## src/rtl/match_controller.sv

```systemverilog
// -----------------------------------------------------------------------------
// match_controller
//
// Match sequencer for the pong game. It runs the match through five states:
// idle, serve delay, rally, point pause and game over. It keeps both scores,
// picks the serve direction, and drives ball motion (ball_run_o) and ball
// re-centring (ball_load_o). All delays are counted in video frames using
// frame_tick_i.
//
// Parameters:
//   WIN_SCORE    points needed to win (1 <= WIN_SCORE < 2**SCORE_W)
//   SCORE_W      width of each score counter
//   SERVE_FRAMES frame ticks spent in SERVE before the ball moves (>= 1)
//   POINT_FRAMES frame ticks of pause after a point (>= 1)
//
// Ports:
//   clk_i          clock; all logic runs on the rising edge
//   rst_i          synchronous active-low reset
//   frame_tick_i   one-cycle pulse per video frame
//   start_i        start key level; only its rising edge is used
//   player_miss_i  one-cycle pulse: ball passed the player paddle
//   pc_miss_i      one-cycle pulse: ball passed the PC paddle
//   ball_run_o     ball motion enable, high exactly while in PLAY
//   ball_load_o    one-cycle pulse on the first SERVE cycle
//                  (re-centres the ball and loads serve_dir_o)
//   serve_dir_o    serve direction, 0 = toward player, 1 = toward PC
//   player_score_o player score
//   pc_score_o     PC score
//   winner_o       match winner, valid in OVER (0 = player, 1 = PC)
//   state_o        current state: IDLE=0 SERVE=1 PLAY=2 POINT=3 OVER=4
//
// Every output comes straight from a register. Each register is loaded from
// the next-state values, so all outputs change on the same edge as state_o.
// -----------------------------------------------------------------------------
module match_controller #(
  parameter int WIN_SCORE    = 7,
  parameter int SCORE_W      = 4,
  parameter int SERVE_FRAMES = 60,
  parameter int POINT_FRAMES = 90
) (
  input  logic               clk_i,
  input  logic               rst_i,
  input  logic               frame_tick_i,
  input  logic               start_i,
  input  logic               player_miss_i,
  input  logic               pc_miss_i,
  output logic               ball_run_o,
  output logic               ball_load_o,
  output logic               serve_dir_o,
  output logic [SCORE_W-1:0] player_score_o,
  output logic [SCORE_W-1:0] pc_score_o,
  output logic               winner_o,
  output logic [2:0]         state_o
);

  localparam int FCNT_MAX = (SERVE_FRAMES > POINT_FRAMES) ? SERVE_FRAMES : POINT_FRAMES;
  localparam int FCNT_W   = $clog2(FCNT_MAX + 1);

  localparam logic [FCNT_W-1:0]  SERVE_LAST = FCNT_W'(SERVE_FRAMES);
  localparam logic [FCNT_W-1:0]  POINT_LAST = FCNT_W'(POINT_FRAMES);
  localparam logic [FCNT_W-1:0]  FCNT_ONE   = FCNT_W'(1);
  localparam logic [SCORE_W-1:0] SCORE_WIN  = SCORE_W'(WIN_SCORE);
  localparam logic [SCORE_W-1:0] SCORE_ONE  = SCORE_W'(1);

  typedef enum logic [2:0] {
    ST_IDLE  = 3'd0,
    ST_SERVE = 3'd1,
    ST_PLAY  = 3'd2,
    ST_POINT = 3'd3,
    ST_OVER  = 3'd4
  } state_t;

  // Registered state and outputs
  state_t             r_state;
  logic [FCNT_W-1:0]  r_fcnt;
  logic               r_start_q;
  logic               r_ball_run;
  logic               r_ball_load;
  logic               r_serve_dir;
  logic [SCORE_W-1:0] r_player_score;
  logic [SCORE_W-1:0] r_pc_score;
  logic               r_winner;

  // Next-state values
  state_t             w_state_next;
  logic [FCNT_W-1:0]  w_fcnt_next;
  logic               w_ball_load_next;
  logic               w_serve_dir_next;
  logic [SCORE_W-1:0] w_player_score_next;
  logic [SCORE_W-1:0] w_pc_score_next;
  logic               w_winner_next;

  logic               w_start_rise;
  logic [FCNT_W-1:0]  w_fcnt_inc;
  logic [SCORE_W-1:0] w_player_inc;
  logic [SCORE_W-1:0] w_pc_inc;

  // r_start_q resets to 1, so a key held through reset is not seen as an edge.
  assign w_start_rise = start_i & ~r_start_q;
  assign w_fcnt_inc   = r_fcnt + FCNT_ONE;
  assign w_player_inc = r_player_score + SCORE_ONE;
  assign w_pc_inc     = r_pc_score + SCORE_ONE;

  // ---------------------------------------------------------------------------
  // Next-state and next-output logic
  // ---------------------------------------------------------------------------
  always_comb begin
    w_state_next        = r_state;
    w_fcnt_next         = r_fcnt;
    w_ball_load_next    = 1'b0;
    w_serve_dir_next    = r_serve_dir;
    w_player_score_next = r_player_score;
    w_pc_score_next     = r_pc_score;
    w_winner_next       = r_winner;

    case (r_state)
      ST_IDLE, ST_OVER: begin
        // In OVER the scores and winner hold until a new match starts.
        if (w_start_rise) begin
          w_state_next        = ST_SERVE;
          w_ball_load_next    = 1'b1;
          w_serve_dir_next    = 1'b1;
          w_player_score_next = '0;
          w_pc_score_next     = '0;
          w_winner_next       = 1'b0;
        end
      end

      ST_SERVE: begin
        if (frame_tick_i) begin
          w_fcnt_next = w_fcnt_inc;
          if (w_fcnt_inc == SERVE_LAST) begin
            w_state_next = ST_PLAY;
          end
        end
      end

      ST_PLAY: begin
        if (player_miss_i && pc_miss_i) begin
          // Nobody scores: replay the serve in the same direction.
          w_state_next     = ST_SERVE;
          w_ball_load_next = 1'b1;
        end else if (player_miss_i) begin
          w_pc_score_next  = w_pc_inc;
          w_serve_dir_next = 1'b0;
          if (w_pc_inc == SCORE_WIN) begin
            w_state_next  = ST_OVER;
            w_winner_next = 1'b1;
          end else begin
            w_state_next = ST_POINT;
          end
        end else if (pc_miss_i) begin
          w_player_score_next = w_player_inc;
          w_serve_dir_next    = 1'b1;
          if (w_player_inc == SCORE_WIN) begin
            w_state_next  = ST_OVER;
            w_winner_next = 1'b0;
          end else begin
            w_state_next = ST_POINT;
          end
        end
      end

      ST_POINT: begin
        if (frame_tick_i) begin
          w_fcnt_next = w_fcnt_inc;
          if (w_fcnt_inc == POINT_LAST) begin
            w_state_next     = ST_SERVE;
            w_ball_load_next = 1'b1;
          end
        end
      end

      default: begin
        w_state_next = ST_IDLE;
      end
    endcase

    // The frame counter restarts on every state change. A tick in the same
    // cycle as the change is therefore never counted in the new state.
    if (w_state_next != r_state) begin
      w_fcnt_next = '0;
    end
  end

  // ---------------------------------------------------------------------------
  // State and output registers
  // ---------------------------------------------------------------------------
  always_ff @(posedge clk_i) begin
    if (!rst_i) begin
      r_state        <= ST_IDLE;
      r_fcnt         <= '0;
      r_start_q      <= 1'b1;
      r_ball_run     <= 1'b0;
      r_ball_load    <= 1'b0;
      r_serve_dir    <= 1'b1;
      r_player_score <= '0;
      r_pc_score     <= '0;
      r_winner       <= 1'b0;
    end else begin
      r_state        <= w_state_next;
      r_fcnt         <= w_fcnt_next;
      r_start_q      <= start_i;
      r_ball_run     <= (w_state_next == ST_PLAY);
      r_ball_load    <= w_ball_load_next;
      r_serve_dir    <= w_serve_dir_next;
      r_player_score <= w_player_score_next;
      r_pc_score     <= w_pc_score_next;
      r_winner       <= w_winner_next;
    end
  end

  assign ball_run_o     = r_ball_run;
  assign ball_load_o    = r_ball_load;
  assign serve_dir_o    = r_serve_dir;
  assign player_score_o = r_player_score;
  assign pc_score_o     = r_pc_score;
  assign winner_o       = r_winner;
  assign state_o        = r_state;

endmodule

```

## config.mk

```make
export PLATFORM = sky130hd
export DESIGN_NAME = match_controller
export DESIGN_NICKNAME = d
export VERILOG_FILES = /design/src/rtl/match_controller.sv
export SDC_FILE = /design/constraint.sdc
export NUM_CORES = 1
export LEC_CHECK = 0
export ABC_AREA = 1
export ABC_CLOCK_PERIOD_IN_PS = 2100
export BUFFER_PORTS_ARGS = -buffer_cell sky130_fd_sc_hd__buf_2
export CELL_PAD_IN_SITES_DETAIL_PLACEMENT = 1
export CELL_PAD_IN_SITES_GLOBAL_PLACEMENT = 1
export CORE_ASPECT_RATIO = 0.75
export CORE_MARGIN = 3
export CORE_UTILIZATION = 39
export DETAILED_ROUTE_END_ITERATION = 8
export PLACE_DENSITY = 0.85
export RECOVER_POWER = 25
export SETUP_SLACK_MARGIN = 0.15
export SLEW_MARGIN = 5
export SYNTH_ARGS = -nofsm -noshare
export SYNTH_HDL_FRONTEND = slang
export SYNTH_SLANG_ARGS = --single-unit
```

## constraint.sdc

```tcl
create_clock -name clk_i -period 2.1 [get_ports clk_i]
set_input_delay 0.42 -clock clk_i [delete_from_list [all_inputs] [get_ports clk_i]]
set_output_delay 0.42 -clock clk_i [all_outputs]
set_load 0.01 [all_outputs]
```

==> out/metrics.yaml <==
run_status:
  outcome: "complete, no violations"
global_route:
  grt_pass1_vias: 1463
  grt.total_usage: 0.2086
  grt_pass1_wl_mm: 7.058
  grt_max_degree: 15
  antenna_found_initial: 0
  overflow: 0
sta:
  period_share: 0.9077
  final.setup.tns_ns: 0
  drv_slew: 0
  worst_pin_slew_ns: 0.5019
  rsz0062_at_grt: "true"
  skew_ns: 0.005820
  hold_viol: 0
  post-route-min-period_ns: 1.906
  max_freq_ghz: 0.5246
  whs_ns: 0.3317
  max_slew_margin: 0.6654
  setup_viol: 0
clock_network:
  htreeDepth: 1
  clock_path_buffers: 2
  clkTransAtPathRegs_ns: 0.10
  cts_hold_buf: 0
  cts_tree: "built"
  clk_latency_ns: 0.27
  root_buffer: "clkbuf_8"
  cts_made_buffers: 3
  cts_sinks: 23
  postCtsSetupBuffers: 0
synthesis:
  synth_xor_area_frac: 0.03014
  synth.top_cells.by_count: "nand2_1, inv_1, nor2_1"
  yosys.area.top_type: "dfxtp_1"
  ys_ff_latch: 23
  synth_top_family_by_area: "simple AND/OR/NAND/NOR gates"
  synth_simple_gate_area_share: 0.3280
  synthTopCellsByArea: "dfxtp_1, nand2_1, inv_1"
  synth_compound_area_frac: 0.1613
  syn_avg_cell_area_um2: 6.626
  synth_area_um2: 1411
  synth.net_count: 225
  synth_flop_cell: "dfxtp_1"
  muxShareOfSynthArea: 0
  synth_most_common_cell: "nand2_1"
  synth_top_area_frac: 0.3262
  synth-edff-count: 0
  synth_cell_types: 27
  syn_inst: 213
  synthAdderAreaFrac: 0.05319
  synth-async-reset-ratio: 0
  ys.warnings.count: 0
  ys_seq_area_frac: 0.3262
die:
  start_util: 0.4178
  die_x_um: 75.47
  rows: 18
  die_h_um: 58.10
  coreArea_um2: 3378
  io-pin-count: 21
  die-area_um2: 4384
power_and_ir_drop:
  max-vdd-ir-drop_v: 0.0003919
  power_density_nw_per_um2: 557.7
  p_leak_nw: 0.7781
  totalPowerFinal_w: 0.0009253
final_layout:
  fill_cells: 460
  layout-drive-gt1-share: 0.2059
  fin_cells: 278
  nets: 251
  diodes: 0
  syn2layout_area_growth_pct: 17.55
detailed_routing:
  via_count: 1490
  post_drt_wl_per_cell_um: 15.97
  first_pass_iters: 4
  routed_via_density: 5.360
  postRouteAntennaNets: 0
  drtIter0Drc: 97
  drc: 0
  wirelength_mm: 4.441
critical_path:
  rr_worst_depth: 10
  path_max_fanout: 7
  cp_data_required_time_ns: 2.30
  arrival_ns: 2.11
  start_kind: "flip-flop"
  end_kind: "flip-flop"
  crit_type: "reg -> reg"
run:
  cap_violations: 0
placement:
  dp.cells: 274
  gp_congestion: 0.8922
  placement.io_buffers: 20
  place_hpwl_mm: 3.223
worst_hold_path:
  min_path_type: "in -> reg"
  min_path_cells: 3
-- cell type report --
type,count,area [um2],share of cell area
repair buffers,22,107.6,0.06486
multi-input cells,152,842.1,0.5075
flip-flops and latches,23,471.7,0.2843
clock buffers,3,41.29,0.02489
well taps,40,50.05,0.03017
inverters,37,138.9,0.08371
clock inverters,1,7.507,0.004525
-- what timing repair did --
action,in CTS,in global routing
resized for setup,1,19
pin swaps,0,3
setup endpoints to repair,3,16
-- flip-flops by register name, summed over array words and instances (netlist names) --
| register | flops |
|---|---|
| r_start_q | 1 |
| pc_score_o | 4 |
| serve_dir_o | 1 |
| ball_run_o | 1 |
| player_score_o | 4 |
| ball_load_o | 1 |
| winner_o | 1 |
| state_o | 3 |
| r_fcnt | 7 |
-- kinds of logic after synthesis --
| logic type | Yosys count |
|---|---|
| fa+ha+maj | 6 |
| flops | 23 |
| buf+inv | 38 |
| compound gates | 36 |
| xor+xnor | 4 |
| simple gates | 106 |
-- where the power goes --
group	internal [W]	switching, W
registers	0.000456	0.0000203
logic	0.0000522	0.000100
clock network	0.000135	0.000162
total	0.000643	0.000282
-- worst paths after layout --
path                    from         to  slack, ns
hold / removal       start_i  r_start_q       0.33
setup reg to reg  state_o[0]  r_fcnt[1]       0.19
setup / recovery  state_o[0]  r_fcnt[1]       0.19
hold reg to reg     winner_o   winner_o       0.45
-- placed cells by master, fill, tap and decap left out, types with 2 or more instances in the layout --
cell      instances
clkbuf_8          3
clkbuf_1          6
buf_4             2
inv_2             4
xor2_1            2
a21oi_1           8
nand3_1          16
o21ai_0          13
dfxtp_2           6
nor2_2            5
inv_1            32
nand2_2           5
o211a_1           4
nand4_1           7
buf_2            14
a21oi_2           2
nor2_1           24
nand2_1          47
a211oi_1          2
ha_1              5
dfxtp_1          16
-- through the flow --
stage / setup slack, ns / utilization / cell area [um2]
after floorplan: 0.4254 / - / 1411
after global placement: 0.2587 / 0.4656 / 1573
after detailed placement: 0.2029 / 0.4656 / 1573
after CTS: 0.1858 / 0.4807 / 1624
after global routing: 0.03160 / 0.4911 / 1659
final: 0.1938 / 0.4911 / 1659
-- routing by layer --
layer / track usage / wire length, um / vias up
met5: 0 / 0 / -
met4: 0.03491 / 30 / 0
met3: 0.03986 / 335 / 4
met2: 0.2891 / 1907 / 55
met1: 0.3333 / 2168 / 697
li1: - / - / 734
-- worst max-delay path, stage by stage (launching register included) --
cell	delay (ns)
dfxtp_1	0.41
inv_1	0.17
nor2_1	0.23
inv_1	0.11
nor2_1	0.23
nand2_1	0.11
nand3_1	0.12
nor2_1	0.05
nor2_1	0.17
nand2_4	0.11
nor2_1	0.11
No activity file was read; power rests on OpenSTA's default activity.
